$ cat src/rtl/stream_sink.sv
// Terminal stream consumer: FIFO-buffered beats with framing checks and a host pop port.
// Optional build macro STREAM_SINK_STATS_EN adds frame/beat counters.
module stream_sink #(
  parameter int W     = 16,
  parameter int DEPTH = 4,
  parameter int CW    = 16
) (
  input  logic          clk,
  input  logic          rst,
  input  logic [W-1:0]  uc_d0,
  input  logic [3:0]    uc_mflags,
  output logic [1:0]    cu_sflags,
  input  logic          rd_en,
  output logic          rd_vld,
  output logic [W-1:0]  rd_d,
  output logic [2:0]    rd_flags,
  input  logic          clr_err,
  output logic          err_nofirst,
  output logic          err_nolast,
  output logic          err_ovf,
  output logic [CW-1:0] frm_cnt,
  output logic [CW-1:0] beat_cnt
);

  localparam int AW = $clog2(DEPTH);
  localparam logic [AW:0] FULL_CNT = (AW+1)'(DEPTH);

  typedef enum logic {
    IDLE  = 1'b0,
    INFRM = 1'b1
  } state_t;

  state_t state_reg, state_next;

  logic [W-1:0]  data_reg [DEPTH];
  logic [2:0]    flag_reg [DEPTH];
  logic [AW-1:0] wr_ptr_reg, rd_ptr_reg;
  logic [AW:0]   count_reg;

  logic bsy, push, pop;
  logic beat_f, beat_l;
  logic nofirst_set, nolast_set, ovf_set;

  // Stall decodes only from registered occupancy, keeping cu_sflags input-independent.
  assign bsy       = (count_reg == FULL_CNT);
  assign cu_sflags = {1'b0, bsy};
  assign push      = uc_mflags[0] & ~bsy;
  assign ovf_set   = uc_mflags[0] & bsy;
  assign rd_vld    = (count_reg != '0);
  assign pop       = rd_en & rd_vld;
  assign beat_f    = uc_mflags[2];
  assign beat_l    = uc_mflags[1];

  assign rd_d     = data_reg[rd_ptr_reg];
  assign rd_flags = flag_reg[rd_ptr_reg];

  for (genvar gi = 0; gi < DEPTH; gi++) begin : g_entry
    always_ff @(posedge clk or posedge rst) begin
      if (rst) begin
        data_reg[gi] <= '0;
        flag_reg[gi] <= '0;
      end else if (push && (wr_ptr_reg == AW'(gi))) begin
        data_reg[gi] <= uc_d0;
        flag_reg[gi] <= uc_mflags[3:1];
      end
    end
  end

  always_ff @(posedge clk or posedge rst) begin
    if (rst) begin
      wr_ptr_reg <= '0;
      rd_ptr_reg <= '0;
      count_reg  <= '0;
    end else begin
      if (push) wr_ptr_reg <= wr_ptr_reg + 1'b1;
      if (pop)  rd_ptr_reg <= rd_ptr_reg + 1'b1;
      case ({push, pop})
        2'b10:   count_reg <= count_reg + 1'b1;
        2'b01:   count_reg <= count_reg - 1'b1;
        default: count_reg <= count_reg;
      endcase
    end
  end

  always_ff @(posedge clk or posedge rst) begin
    if (rst) state_reg <= IDLE;
    else     state_reg <= state_next;
  end

  // Inside a frame, a new F always restarts a frame and keeps us in INFRM, even with L set.
  always_comb begin
    state_next  = state_reg;
    nofirst_set = 1'b0;
    nolast_set  = 1'b0;
    if (push) begin
      case (state_reg)
        IDLE: begin
          if (!beat_f)     nofirst_set = 1'b1;
          else if (!beat_l) state_next = INFRM;
        end
        INFRM: begin
          if (beat_f) begin
            nolast_set = 1'b1;
            state_next = INFRM;
          end else if (beat_l) begin
            state_next = IDLE;
          end
        end
        default: state_next = IDLE;
      endcase
    end
  end

  always_ff @(posedge clk or posedge rst) begin
    if (rst) begin
      err_nofirst <= 1'b0;
      err_nolast  <= 1'b0;
      err_ovf     <= 1'b0;
    end else begin
      err_nofirst <= nofirst_set | (err_nofirst & ~clr_err);
      err_nolast  <= nolast_set  | (err_nolast  & ~clr_err);
      err_ovf     <= ovf_set     | (err_ovf     & ~clr_err);
    end
  end

`ifdef STREAM_SINK_STATS_EN
  logic [CW-1:0] frm_cnt_reg, beat_cnt_reg;

  always_ff @(posedge clk or posedge rst) begin
    if (rst) begin
      frm_cnt_reg  <= '0;
      beat_cnt_reg <= '0;
    end else if (push) begin
      beat_cnt_reg <= beat_cnt_reg + 1'b1;
      if (beat_l) frm_cnt_reg <= frm_cnt_reg + 1'b1;
    end
  end

  assign frm_cnt  = frm_cnt_reg;
  assign beat_cnt = beat_cnt_reg;
`else
  assign frm_cnt  = '0;
  assign beat_cnt = '0;
`endif

endmodule

$ cat config.mk
export PLATFORM = sky130hd
export DESIGN_NAME = stream_sink
export DESIGN_NICKNAME = d
export VERILOG_FILES = /design/src/rtl/stream_sink.sv
export SDC_FILE = /design/constraint.sdc
export NUM_CORES = 1
export LEC_CHECK = 0
export ABC_AREA = 1
export CORE_UTILIZATION = 40
export CTS_CLUSTER_DIAMETER = 100
export DETAILED_ROUTE_END_ITERATION = 8
export GPL_TIMING_DRIVEN = 0
export PLACE_DENSITY = 0.7
export SLEW_MARGIN = 20
export SYNTH_ARGS = -nofsm -noshare
export SYNTH_HDL_FRONTEND = slang
export SYNTH_SLANG_ARGS = --single-unit
$ cat constraint.sdc
create_clock -name clk -period 4.1 [get_ports clk]
set_clock_uncertainty 0.15 [all_clocks]
set_input_delay 0.82 -clock clk [delete_from_list [all_inputs] [get_ports clk]]
set_output_delay 0.82 -clock clk [all_outputs]
set_load 0.01 [all_outputs]
==> results.py, run 1 <==
metrics = {
    "outcome": {
        "status": "finished clean",
    },
    "detailed_routing": {
        "first_pass_iters": 5,
        "drt_iter0_markers": 325,
        "drc": 0,
        "wl_um": 12900,
        "final_antenna_net_count": 0,
        "vias": 4237,
        "routedWlPerCell_um": 15.9,
        "vias_per_cell": 5.24,
    },
    "yosys": {
        "ys_seq_area_frac": 0.471,
        "avgSynthCellArea_um2": 8.06,
        "syn-instance-count": 574,
        "synth.distinct_cells": 21,
        "netlist_area_mm2": 0.00463,
        "yosys_warnings": 0,
        "synth_seq_cells": 87,
    },
    "timing": {
        "worst_hold_slack_ps": 314,
        "slew_violations": 0,
        "fmax_mhz": 293,
        "slew_headroom": 0.537,
        "period_needed_ps": 3410,
        "finalHoldViolCount": 0,
        "fin_crit_sh": 0.832,
        "worst_slew_pin_slew_ps": 694,
        "final-setup-viol-count": 0,
        "rsz0062_at_grt": "false",
    },
    "power_and_ir_drop": {
        "p_leak_nw": 2.92,
        "power.density_mw_per_mm2": 793,
        "vdd_drop_max_mv": 0.526,
    },
    "min_path": {
        "min_path_type": "reg -> reg",
    },
    "floorplanning": {
        "io_pins": 81,
        "num_rows": 38,
        "die_h_um": 110,
        "dieArea_mm2": 0.0120,
        "fp.coreArea_mm2": 0.0110,
        "start_util": 0.419,
        "die_x_um": 110,
    },
    "worst_setup_path": {
        "reg2reg_slack_ps": 1950,
        "end_kind": "output port",
        "r2r-start": "count_reg[0]",
        "reg2reg_depth": 10,
        "crit_start": "rd_ptr_reg[0]",
        "cp.arrival_ps": 2440,
        "worstSetupPathType": "reg -> out",
        "worstReg2RegEnd": "count_reg[2]",
        "start_kind": "flop",
        "required_ps": 3130,
        "cp_max_fo": 10,
        "crit_end": "rd_flags[0]",
    },
    "cells_and_area": {
        "num_antenna_cells": 0,
        "layout_common_cells": "nand2_1, dfrtp_1, nand4_1",
        "largest_reg_flops": 64,
        "final_common_cell": "nand2_1",
        "area_growth_pct": 23.6,
        "fin_util": 0.518,
        "layout-drive-gt1-share": 0.129,
        "final_nets": 694,
    },
    "placed_design": {
        "io_buffers": 46,
        "dp_hpwl_um": 8890,
        "gp_congestion": 0.841,
    },
    "clock_network": {
        "numClockSinks": 87,
        "h-tree-depth": 3,
        "path_clk_slew_ps": 60,
        "cts_resized": 0,
        "cts_hold_buf": 0,
        "worstSkewPairLatency_ps": 340,
        "cts_buffer_depth": 2,
        "cts_setup_buffers": 0,
        "cts-buffers-inserted": 9,
        "root_buffer": "clkbuf_16",
        "cts_tree": "yes",
    },
    "global_route": {
        "grt_pass1_wl_um": 20600,
        "grt_max_degree": 48,
        "overflow": 0,
        "grtUsageTotal": 0.229,
        "antenna_found_initial": 0,
        "grt_pass1_vias": 4031,
    },
    "flow_run": {
        "cap_violations": 0,
    },
}
==> power breakdown <==
group          switching, mW  internal (mW)
clock network          0.331          0.533
registers              0.220           1.25
logic                   1.31          0.895
total                   1.86           2.68
==> kinds of logic (layout without fill, tap and decap cells) <==
kind of cell    Yosys count  in the layout  share of synthesized area
fa+ha+maj                 6              6                     0.0178
other cells               1             33                   0.000810
simple gates            328            328                      0.326
flops                    87             87                      0.471
xor+xnor                  1              1                    0.00189
compound gates           60             60                     0.0649
buf+inv                  91            154                      0.118
==> critical path: stages, from the launching register on <==
cell             delay [ps]
dfrtp_1                 360
clkbuf_2                130
inv_1                   120
clkbuf_1                430
o21ai_0                 130
o21ai_0                 330
clkdlybuf4s50_1         610
==> worst min path at each step <==
stage	cells after the start	slack, ps	startpoint	to
after floorplan	2	290	data_reg[0]	data_reg[0]
after global placement	2	300	data_reg[13]	data_reg[13]
after detailed placement	2	300	flag_reg[8]	flag_reg[8]
after CTS	2	320	flag_reg[8]	flag_reg[8]
after global routing	2	330	data_reg[13]	data_reg[13]
final	2	310	flag_reg[8]	flag_reg[8]
==> synth_stat cells (all sizes together) <==
master / instances / area (µm²)
buf: 67 / 455
clkbuf: 9 / 36.3
conb: 1 / 3.75
dfrtp: 87 / 2180
fa: 1 / 20.0
ha: 5 / 62.6
inv: 15 / 56.3
nand2: 185 / 711
nand3: 7 / 85.1
nand4: 77 / 482
nor2: 59 / 229
o21ai: 60 / 300
xnor2: 1 / 8.76
==> metrics by stage <==
stage | instance area [µm²] | setup TNS [ps] | cells | total power, mW | setup slack, ps
floorplan | 4750 | 0 | 606 | 2.79 | 880
CTS | 5720 | 0 | 809 | 4.54 | 718
finish | 5720 | 0 | 809 | 4.54 | 690
global placement | 5380 | -41810 | 792 | 3.59 | -484
global route | 5720 | 0 | 809 | 4.86 | 569
detailed placement | 5410 | 0 | 793 | 3.67 | 1110
==> routing by layer <==
metal | GRT usage | vias up | share of wire
met5 | 0 | - | 0
li1 | - | 2031 | -
met3 | 0.0273 | 21 | 0.061
met1 | 0.316 | 2017 | 0.46
met2 | 0.370 | 168 | 0.46
met4 | 0.0867 | 0 | 0.017
==> layout make-up <==
type | count | area, µm²
inverters | 15 | 58.8
well taps | 140 | 175
fillers | 1024 | 5310
repair buffers | 47 | 488
clock inverters | 4 | 70.1
plain buffers | 76 | 492
clock buffers | 12 | 236
flip-flops and latches | 87 | 2180
multi-input cells | 428 | 2020
(Power assumes the default switching activity.)
==> run 2, diff against run 1 <==
Clock period 4.1 ns to 3.2 ns, I/O delays scaled along.
==> run 2 against run 1 <==
Net effect:
- die area did not move
- first-iteration DRC count down 2.5%
- total power is 28% higher
- via count decreased by 0.14%
- non-clock buffer count unchanged
- register-to-register slack worse by 890 ps
- sequential share of layout area barely moved
==> results.py, run 2 (same netlist as run 1, synthesis figures left out) <==
metrics = {
    "outcome": {
        "status": "finished clean",
    },
    "placed_design": {
        "dp_hpwl_um": 8890,
        "io_buffers": 46,
        "dpl_worst_slack_ps": 390,
        "gp_congestion": 0.841,
    },
    "worst_setup_path": {
        "worstSetupPathType": "reg -> out",
        "required_ps": 2410,
        "reg2reg_slack_ps": 1060,
        "end_kind": "output port",
        "cp_slowest_cell": "clkdlybuf4s50_1",
        "cp_cell_sequence": "clkbuf_2, inv_1, clkbuf_1, o21ai_0, o21ai_0, clkdlybuf4s50_1",
        "worstReg2RegEnd": "count_reg[2]",
        "cp.arrival_ps": 2310,
        "cpPeakStageDelay_ps": 570,
        "cp_max_fo": 10,
        "crit_path_frequent_cell": "o21ai_0",
        "r2r-start": "count_reg[0]",
        "start_kind": "flop",
        "reg2reg_depth": 10,
    },
    "cells_and_area": {
        "fillers": 1026,
        "num_antenna_cells": 0,
        "fin_util": 0.519,
        "layout-drive-gt1-share": 0.133,
        "final_nets": 694,
        "layout_common_cells": "nand2_1, dfrtp_1, nand4_1",
        "final_common_cell": "nand2_1",
        "area_growth_pct": 23.7,
        "largest_reg_flops": 64,
    },
    "min_path": {
        "min_from": "data_reg[47]",
        "min_path_type": "reg -> reg",
        "hold_path_depth": 2,
        "min_to": "data_reg[47]",
    },
    "global_route": {
        "grtUsageTotal": 0.229,
        "grt_pass1_vias": 4037,
        "antenna_found_initial": 0,
        "grt_pass1_wl_um": 20600,
        "overflow": 0,
        "grt_max_degree": 48,
    },
    "clock_network": {
        "numClockSinks": 87,
        "h-tree-depth": 3,
        "cts_setup_buffers": 0,
        "cts_buffer_depth": 2,
        "root_buffer": "clkbuf_16",
        "cts_tree": "yes",
        "cts-buffers-inserted": 9,
        "path_clk_slew_ps": 60,
        "cts_hold_buf": 0,
        "worstSkewPairLatency_ps": 330,
    },
    "floorplanning": {
        "die_h_um": 110,
        "num_rows": 38,
        "dieArea_mm2": 0.0120,
        "start_util": 0.419,
        "die_x_um": 110,
        "io_pins": 81,
        "fp.coreArea_mm2": 0.0110,
    },
    "timing": {
        "finalHoldViolCount": 0,
        "final-setup-viol-count": 0,
        "fin_crit_sh": 0.970,
        "setup_slack_ps": 95.3,
        "finalSetupTns_ps": 0,
        "period_needed_ps": 3100,
        "slew_headroom": 0.540,
        "fmax_mhz": 322,
        "worst_slew_pin_slew_ps": 690,
        "slew_violations": 0,
        "rsz0062_at_grt": "false",
    },
    "power_and_ir_drop": {
        "power.switching_mw": 2.37,
        "p_leak_nw": 2.93,
        "seq_power_share": 0.324,
        "clockPowerShare": 0.190,
        "comb_power_share": 0.486,
        "p_int_mw": 3.44,
        "power.density_mw_per_mm2": 1010,
        "vdd_drop_max_mv": 0.670,
        "switching_share": 0.408,
        "p_total_mw": 5.81,
    },
    "detailed_routing": {
        "vias_per_cell": 5.23,
        "final_antenna_net_count": 0,
        "first_pass_iters": 5,
        "drc": 0,
        "vias": 4231,
        "drt_iter0_markers": 317,
        "routedWlPerCell_um": 15.9,
        "wl_um": 12800,
    },
    "flow_run": {
        "cap_violations": 0,
    },
}
-- run 2: cell types whose count changed in the layout (fill, tap and decap cells not counted) --
| cell | before | now |
|---|---|---|
| clkbuf_1 | 10 | 7 |
| clkbuf_2 | 2 | 5 |
-- run 2: critical path, delay by kind of cell, from the launching register on --
kind | cells | cell delay [ps]
buf+inv | 4 | 1280
flops | 1 | 360
compound gates | 2 | 340
-- run 2: per-layer routing --
metal  track usage  part of all wire  vias up
met5             0                 0        -
met4        0.0895             0.022        0
met3        0.0279             0.066       30
met2         0.369              0.46      189
met1         0.316              0.45     1987
li1              -                 -     2025
-- run 2: what timing repair did --
| action | CTS | global route |
|---|---|---|
| gates resized for setup | 1 | 4 |
| endpoints found under the setup margin | 1 | 1 |
| pin swaps | 0 | 0 |
-- run 2: through the flow --
step,instances,hold slack (ps),area (µm²)
after floorplan,606,287,4750
after global placement,792,297,5380
after detailed placement,793,303,5410
after CTS,809,319,5720
after global routing,809,331,5720
final,809,315,5720
-- run 2: layout make-up --
type                            instances  area, µm²  area share
Sequential cell                        87       2180       0.380
Multi-Input combinational cell        428       2020       0.353
Buffer                                 76        495      0.0866
Timing Repair Buffer                   47        488      0.0853
Clock buffer                           12        236      0.0413
Tap cell                              140        175      0.0306
Clock inverter                          4       70.1      0.0122
Inverter                               15       58.8      0.0103
-- run 2: worst max-delay path by stage --
stage	to	cells after the start	startpoint
2_1_floorplan	count_reg[0]	1	rst
3_3_place_gp	data_reg[45]	2	rst
3_5_place_dp	rd_flags[0]	6	rd_ptr_reg[0]
4_1_cts	rd_flags[0]	5	rd_ptr_reg[1]
5_1_grt	rd_flags[0]	6	rd_ptr_reg[0]
6_report	rd_d[7]	6	rd_ptr_reg[0]
-- run 2: power by group through the flow --
stage	logic (mW)	registers [mW]	clock network, mW
2_1_floorplan	1.74	1.83	0
3_3_place_gp	2.73	1.87	0
3_5_place_dp	2.81	1.89	0
4_1_cts	2.82	1.88	1.11
5_1_grt	3.13	1.94	1.16
6_report	2.82	1.88	1.10
==> run 3, diff against run 2 <==
Settings changed: CTS_CLUSTER_SIZE set to 28.
Clock period 3.2 ns to 3.3 ns, I/O delays scaled along.
==> run 3 against run 2 <==
Net effect:
- count of clock-buffer cells in the layout unchanged
- final cell count unchanged
- worst hold slack about the same
- sequential share of layout area about the same
- largest power group unchanged
- total power decreased by 3.0%
- via count about the same
- critical path type unchanged
- non-clock buffer count unchanged
- global-route usage about the same
- cell area about the same
- worst setup slack improved by 65 ps
==> results.py, run 3 (same netlist as run 1, synthesis figures left out) <==
metrics = {
    "cells_and_area": {
        "final_nets": 694,
        "num_antenna_cells": 0,
        "largest_reg_flops": 64,
        "design_area_mm2": 0.00572,
        "final_common_cell": "nand2_1",
        "fin_cells": 809,
        "layout-drive-gt1-share": 0.130,
        "multi_input_area_mm2": 0.00202,
        "fin_util": 0.519,
        "layout_common_cells": "nand2_1, dfrtp_1, nand4_1",
        "layout.area.seq_mm2": 0.00218,
        "fillers": 1025,
        "area_growth_pct": 23.6,
    },
    "placed_design": {
        "dpl_worst_slack_ps": 470,
        "placed_area_mm2": 0.00541,
        "gp_congestion": 0.841,
        "dp_hpwl_um": 8890,
        "dp.cells": 793,
        "io_buffers": 46,
    },
    "worst_setup_path": {
        "r2r-start": "count_reg[0]",
        "reg2reg_depth": 10,
        "cp_max_fo": 10,
        "cp.arrival_ps": 2330,
        "reg2reg_slack_ps": 1150,
        "end_kind": "output port",
        "required_ps": 2490,
        "worstReg2RegEnd": "count_reg[2]",
        "start_kind": "flop",
        "worstSetupPathType": "reg -> out",
    },
    "min_path": {
        "min_path_type": "reg -> reg",
        "min_from": "data_reg[47]",
        "hold_path_depth": 2,
        "min_to": "data_reg[47]",
    },
    "global_route": {
        "antenna_found_initial": 0,
        "grt_max_degree": 48,
        "overflow": 0,
        "grt_pass1_vias": 4031,
        "grt_pass1_wl_um": 20600,
        "grtUsageTotal": 0.229,
    },
    "power_and_ir_drop": {
        "comb_power_share": 0.485,
        "power.density_mw_per_mm2": 985,
        "clockPowerShare": 0.191,
        "power.switching_mw": 2.30,
        "seq_power_share": 0.325,
        "switching_share": 0.409,
        "p_leak_nw": 2.93,
        "p_int_mw": 3.33,
        "vdd_drop_max_mv": 0.648,
    },
    "timing": {
        "rsz0062_at_grt": "false",
        "final-setup-viol-count": 0,
        "worst_slew_pin_slew_ps": 700,
        "fin_crit_sh": 0.952,
        "setup_slack_ps": 160,
        "fmax_mhz": 318,
        "period_needed_ps": 3140,
        "slew_headroom": 0.534,
        "finalSetupTns_ps": 0,
        "slew_violations": 0,
        "finalHoldViolCount": 0,
    },
    "floorplanning": {
        "dieArea_mm2": 0.0120,
        "io_pins": 81,
        "die_x_um": 110,
        "die_h_um": 110,
        "num_rows": 38,
        "fp.coreArea_mm2": 0.0110,
        "start_util": 0.419,
    },
    "detailed_routing": {
        "vias": 4234,
        "final_antenna_net_count": 0,
        "vias_per_cell": 5.23,
        "first_pass_iters": 5,
        "drc": 0,
        "drt_iter0_markers": 313,
        "routedWlPerCell_um": 15.9,
        "wl_um": 12900,
    },
    "clock_network": {
        "root_buffer": "clkbuf_16",
        "numClockSinks": 87,
        "h-tree-depth": 3,
        "cts_setup_buffers": 0,
        "cts_hold_buf": 0,
        "worstSkewPairLatency_ps": 340,
        "cts_buffer_depth": 2,
        "cts-buffers-inserted": 9,
        "path_clk_slew_ps": 60,
        "cts_tree": "yes",
    },
    "outcome": {
        "status": "finished clean",
    },
    "flow_run": {
        "cap_violations": 0,
    },
}
==> run 3: cell counts in the layout (fill, tap and decap cells not counted) <==
Identical to the previous run, type by type.
==> run 3: worst max path at each step <==
stage,startpoint,end,cells after the start
2_1_floorplan,rst,count_reg[0],1
3_3_place_gp,rst,data_reg[45],2
3_5_place_dp,rd_ptr_reg[0],rd_flags[0],6
4_1_cts,rd_ptr_reg[0],rd_flags[0],6
5_1_grt,rd_ptr_reg[0],rd_flags[0],5
6_report,rd_ptr_reg[0],rd_d[6],6
==> run 3: metal layers <==
layer  share of wire  GRT usage  vias to the layer above
met5               0          0                        -
met4           0.018     0.0867                        0
met3           0.072     0.0273                       23
met2            0.47      0.370                      177
met1            0.44      0.316                     2008
li1                -          -                     2026
==> run 3: worst max-delay path, stage by stage (launching register included) <==
cell and delay, ps:
dfrtp_1 360, clkbuf_2 130, inv_1 130, clkbuf_1 470, o21ai_0 230, o21ai_0 110, clkdlybuf4s50_1 570
==> run 3: timing repair <==
action                                  in CTS  in global routing
endpoints found under the hold margin        0                  0
resized for setup                            0                  2
endpoints found under the setup margin       0                  1
==> run 3: area by class of cell <==
| cell class | instances | share of cell area |
|---|---|---|
| well taps | 140 | 0.0306 |
| flip-flops and latches | 87 | 0.381 |
| multi-input cells | 428 | 0.353 |
| plain buffers | 76 | 0.0862 |
| inverters | 15 | 0.0103 |
| repair buffers | 47 | 0.0853 |
| clock buffers | 12 | 0.0413 |
| clock inverters | 4 | 0.0122 |
==> run 3: power groups by stage <==
stage	registers, mW	logic [mW]	clock network, mW
after floorplan	1.78	1.69	0
after global placement	1.81	2.65	0
after detailed placement	1.84	2.72	0
after CTS	1.82	2.74	1.08
after global routing	1.88	3.03	1.13
final	1.83	2.73	1.07
==> run 3: metrics by stage <==
stage	total power, mW	hold slack [ps]
after floorplan	3.47	287
after global placement	4.46	297
after detailed placement	4.56	303
after CTS	5.64	319
after global routing	6.04	331
final	5.63	315
